### src/rtl/change_dispenser.sv
// Greedy coin dispenser: ejects change as high/mid/unit coin pulses spaced PULSE_GAP cycles apart.
// Optional abort input enabled by defining CHANGE_ABORT_EN.
module change_dispenser #(
    parameter int unsigned PULSE_GAP = 4,
    parameter int unsigned COIN_HI   = 10,
    parameter int unsigned COIN_MID  = 5
) (
    input  logic       clk,
    input  logic       rst_n,
    input  logic       start,
    input  logic [4:0] change,
`ifdef CHANGE_ABORT_EN
    input  logic       abort,
`endif
    output logic       busy,
    output logic       coin_hi,
    output logic       coin_mid,
    output logic       coin_lo,
    output logic [4:0] dispensed,
    output logic       done
);

    typedef enum logic [1:0] {
        IDLE,
        DISP,
        GAP,
        DONE
    } state_t;

    localparam logic [4:0] HI_V     = 5'(COIN_HI);
    localparam logic [4:0] MID_V    = 5'(COIN_MID);
    localparam logic [3:0] GAP_LOAD = 4'(PULSE_GAP - 2);

    state_t     state_q, state_d;
    logic [4:0] rem_q, rem_d;
    logic [4:0] disp_d;
    logic [3:0] gap_q, gap_d;
    logic       hi_d, mid_d, lo_d;
    logic       busy_d, done_d;
    logic       abort_req;

`ifdef CHANGE_ABORT_EN
    assign abort_req = abort;
`else
    assign abort_req = 1'b0;
`endif

    always_comb begin
        state_d = state_q;
        rem_d   = rem_q;
        disp_d  = dispensed;
        gap_d   = gap_q;
        hi_d    = 1'b0;
        mid_d   = 1'b0;
        lo_d    = 1'b0;
        case (state_q)
            IDLE: begin
                if (start) begin
                    state_d = DISP;
                    rem_d   = change;
                    disp_d  = '0;
                end
            end
            DISP: begin
                // Abort wins over the coin that would otherwise be ejected this cycle.
                if (abort_req || rem_q == '0) begin
                    state_d = DONE;
                end else begin
                    state_d = GAP;
                    gap_d   = GAP_LOAD;
                    if (rem_q >= HI_V) begin
                        hi_d   = 1'b1;
                        rem_d  = rem_q - HI_V;
                        disp_d = dispensed + HI_V;
                    end else if (rem_q >= MID_V) begin
                        mid_d  = 1'b1;
                        rem_d  = rem_q - MID_V;
                        disp_d = dispensed + MID_V;
                    end else begin
                        lo_d   = 1'b1;
                        rem_d  = rem_q - 5'd1;
                        disp_d = dispensed + 5'd1;
                    end
                end
            end
            GAP: begin
                if (abort_req) begin
                    state_d = DONE;
                end else if (gap_q == '0) begin
                    state_d = DISP;
                end else begin
                    gap_d = gap_q - 4'd1;
                end
            end
            DONE: begin
                state_d = IDLE;
            end
            default: begin
                state_d = IDLE;
            end
        endcase
        busy_d = (state_d != IDLE);
        done_d = (state_d == DONE);
    end

    always_ff @(posedge clk) begin
        if (!rst_n) begin
            state_q   <= IDLE;
            rem_q     <= '0;
            gap_q     <= '0;
            dispensed <= '0;
            busy      <= 1'b0;
            done      <= 1'b0;
            coin_hi   <= 1'b0;
            coin_mid  <= 1'b0;
            coin_lo   <= 1'b0;
        end else begin
            state_q   <= state_d;
            rem_q     <= rem_d;
            gap_q     <= gap_d;
            dispensed <= disp_d;
            busy      <= busy_d;
            done      <= done_d;
            coin_hi   <= hi_d;
            coin_mid  <= mid_d;
            coin_lo   <= lo_d;
        end
    end

endmodule

### config.mk
export PLATFORM = sky130hd
export DESIGN_NAME = change_dispenser
export DESIGN_NICKNAME = d
export VERILOG_FILES = /design/src/rtl/change_dispenser.sv
export SDC_FILE = /design/constraint.sdc
export NUM_CORES = 1
export LEC_CHECK = 0
export BUFFER_PORTS_ARGS = -buffer_cell sky130_fd_sc_hd__buf_2
export CAP_MARGIN = 20
export CORE_MARGIN = 3
export CORE_UTILIZATION = 59
export CTS_BUF_LIST = sky130_fd_sc_hd__clkbuf_8
export CTS_CLUSTER_SIZE = 28
export DETAILED_ROUTE_END_ITERATION = 8
export PLACE_DENSITY = 0.83
export SETUP_SLACK_MARGIN = 0.02
export SLEW_MARGIN = 20
export SYNTH_ARGS = -nofsm -noshare
export SYNTH_HDL_FRONTEND = slang
export SYNTH_SLANG_ARGS = --single-unit
### constraint.sdc
create_clock -name clk -period 2.8 [get_ports clk]
set_input_delay 0.42 -clock clk [delete_from_list [all_inputs] [get_ports clk]]
set_output_delay 0.42 -clock clk [all_outputs]
set_load 0.05 [all_outputs]
==> impl_metrics.yaml <==
route:
  avgRoutedWirePerCell_um: 15.5
  totalWireLength_um: 3200
  drc_errors: 0
  drt-initial-drc-count: 36
  route.vias.total: 1326
  dr.pass1.iters: 4
  antenna_viol_nets_final: 0
  viasPerCell: 6.44
timing:
  tightestPinTransition_ps: 662
  unrepaired_setup_endpoints_after_global_routing: "false"
  maxSlewHeadroom: 0.558
  final_hold_viol_count: 0
  finalCritPeriodShare: 0.883
  timing.final.crit_period_ps: 2470
  highest_clock_rate_mhz: 404
  total_negative_slack_for_setup_checks_ps: 0
  final-setup-viol-count: 0
  final_max_slew_viol_count: 0
  skew_ps: 11.2
  worst_hold_slack_across_all_endpoints_ps: 411
  worst_slack_ps: 327
floorplanning:
  core_um2: 2250
  die_h_um: 55.3
  placement_rows: 17
  initial_core_util: 0.637
  design.portCount: 18
  fp.dieArea_um2: 3060
  chipWidth_um: 55.3
global_route:
  first_global_vias: 1239
  largest_net_degree_at_the_start_of_global_routing: 17
  antenna_violations_before_repair: 0
  grt.overflow.total: 0
  grt_util_all_layers: 0.222
  first_pass_grt_wire_length_um: 5630
place:
  detailedPlacementHpwl_um: 2420
  preCtsSetupSlack_ps: 354
  portBuffers: 17
  postPlaceCellArea_um2: 1490
  place_congestion: 0.845
clocking:
  cts_max_path_buffers: 2
  cts-buffers-inserted: 3
  total_of_hold_buffers_inserted_after_clock_tree_synthesis: 0
  clock_sinks: 21
  tritoncts_clock_tree: "built"
  clock-root-buffer: "sky130_fd_sc_hd__clkbuf_8"
  htree_num_levels: 1
  clk_transition_reported_paths_ps: 80
  post_cts_buffers: 0
  clk_latency_ps: 260
  cts_resized: 0
final_layout:
  nets: 199
  final_area_um2: 1540
  fillCellCount: 194
  layout-drive-gt1-share: 0.191
  layout-area-overhead-vs-synth_pct: 7.32
  num_antenna_cells: 0
logic_synthesis:
  synth_top_family_by_area: "compound AO/OA/AOI/OAI gates"
  synthTopCellsByCount: "sky130_fd_sc_hd__dfxtp_1, sky130_fd_sc_hd__nand2_1, sky130_fd_sc_hd__a21oi_1, sky130_fd_sc_hd__ha_1, sky130_fd_sc_hd__nor2_1"
  synthAdderAreaFrac: 0.105
  yosysUniqueCellTypes: 56
  compound_gate_fraction_of_synth_area: 0.273
  synthesis.area_um2: 1440
  yosysTopAreaCellShare: 0.293
  synth_seq_cells: 21
  synth.avg_cell_area_um2: 8.59
  post-synth-top-area-cell: "sky130_fd_sc_hd__dfxtp_1"
  yosys_warnings: 0
  muxShareOfSynthArea: 0.0139
  synth_simple_gate_area_frac: 0.229
  async_reset_ff_frac: 0
  yosys_most_used_dff: "sky130_fd_sc_hd__dfxtp_1"
  synth.net_count: 187
  netlist_instances: 167
  synthTopCellsByArea: "sky130_fd_sc_hd__dfxtp_1, sky130_fd_sc_hd__ha_1, sky130_fd_sc_hd__a21oi_1, sky130_fd_sc_hd__nand2_1, sky130_fd_sc_hd__nor2_1"
  synth_xor_area_frac: 0.0122
  synth_sequential_area_ratio: 0.293
  yosysMostFrequentCell: "sky130_fd_sc_hd__dfxtp_1"
  synth-edff-count: 0
power:
  netSwitchingPower_uw: 604
  share_clk_of_total_power: 0.149
  power_frac_seq: 0.328
  intPower_uw: 737
  p_sw_frac: 0.451
  power.combinational.fraction: 0.523
  ir_worst_vdd_mv: 0.623
  power.static_leakage_nw: 0.673
  power_density_nw_per_um2: 871
setup_path:
  cp_cell_sequence: "inv_1 > ha_1 > a21oi_1 > nand3_1 > ha_1 > a31o_2 > nor4_1 > nor4_1 > o21a_1"
  rrSetupSlack_ps: 330
  timing.critical_path.to_type: "flip-flop"
  setup.worst_path.class: "flip-flop to flip-flop"
  worst-endpoint-required_ps: 2970
  crit_path_start_kind: "flip-flop"
  crit_arrival_ps: 2640
  slowest_stage: "sky130_fd_sc_hd__dfxtp_1"
  worstPathMaxFanout: 7
  longest_individual_stage_delay_on_the_worst_path_ps: 460
status:
  run_status: "completed"
hold_path:
  hp-class: "input pin to flip-flop"
run:
  max-cap-violations: 0
==> power groups by stage <==
stage	Sequential (mW)	Clock, mW	Combinational, mW
global placement	0.437	0	0.671
global route	0.452	0.217	0.775
detailed placement	0.444	0	0.689
CTS	0.437	0.202	0.694
floorplan	0.463	0	0.549
finish	0.440	0.200	0.701
==> area by class of cell <==
type,instances,area [um2],area share
inverters,8,30.0,0.0195
well taps,28,35.0,0.0227
repair buffers,19,100,0.0650
flip-flops and latches,21,420,0.273
multi-input cells,126,908,0.590
clock inverters,1,5.00,0.00325
clock buffers,3,41.3,0.0268
==> placed cells by master (no fill, tap or decap), types with 2 or more instances in the layout <==
master                     Yosys  routed
sky130_fd_sc_hd__dfxtp_1      21      21
sky130_fd_sc_hd__buf_2         4      17
sky130_fd_sc_hd__nand2_1      13      13
sky130_fd_sc_hd__a21oi_1      12      12
sky130_fd_sc_hd__ha_1         12      12
sky130_fd_sc_hd__nor2_1       10      10
sky130_fd_sc_hd__inv_1         8       8
sky130_fd_sc_hd__nor3_1        5       5
sky130_fd_sc_hd__o21ai_0       5       5
sky130_fd_sc_hd__nor2b_1       4       4
sky130_fd_sc_hd__nor4_1        4       4
sky130_fd_sc_hd__nand3_1       3       3
sky130_fd_sc_hd__nand2b_1      3       3
sky130_fd_sc_hd__o31ai_1       3       3
sky130_fd_sc_hd__or3_1         3       3
sky130_fd_sc_hd__o41ai_1       3       3
sky130_fd_sc_hd__o211ai_1      3       3
sky130_fd_sc_hd__clkbuf_8      0       3
sky130_fd_sc_hd__nor4b_1       2       2
sky130_fd_sc_hd__or4b_1        2       2
sky130_fd_sc_hd__o21a_1        2       2
sky130_fd_sc_hd__mux2i_1       2       2
sky130_fd_sc_hd__o31a_1        2       2
sky130_fd_sc_hd__a21o_1        2       2
sky130_fd_sc_hd__a211oi_1      2       2
sky130_fd_sc_hd__buf_4         1       2
==> metrics by stage <==
stage / util / total power, mW / cells
detailed placement: 0.663 / 1.13 / 202
global placement: 0.663 / 1.11 / 202
global route: 0.683 / 1.44 / 206
floorplan: - / 1.01 / 167
CTS: 0.683 / 1.33 / 206
finish: 0.683 / 1.34 / 206
==> routing by layer <==
| layer | global-route usage | part of all wire | up-vias |
|---|---|---|---|
| met5 | 0 | 0 | - |
| met1 | 0.283 | 0.44 | 609 |
| met3 | 0.0327 | 0.063 | 6 |
| li1 | - | - | 649 |
| met4 | 0.101 | 0.017 | 0 |
| met2 | 0.368 | 0.48 | 62 |
==> flip-flops by register name (all words and copies together) (netlist names) <==
register,count
rem_q,5
busy,1
dispensed,5
coin_mid,1
done,1
gap_q,4
coin_hi,1
coin_lo,1
state_q,2
==> cell families after synthesis <==
family | Yosys count
and+or+nand+nor | 58
muxes | 2
xor gates and xnor gates | 2
DFF | 21
adders and majority gates | 12
buffers and inverters | 20
AOI/OAI and AO/OA | 52
==> worst paths after layout <==
check,to,from,cells after the start
worst max register to register,dispensed[3],rem_q[1],9
worst min-delay path,rem_q[0],change[0],3
worst max-delay path,dispensed[3],rem_q[1],9
worst min register to register,gap_q[3],gap_q[3],2
==> worst max-delay path, delay by kind of cell (launching register included) <==
family          cells  cell delay, ps
buf+inv             1             170
simple gates        3             510
flops               1             460
fa+ha+maj           2             590
compound gates      3             650
(Power assumes the default switching activity.)
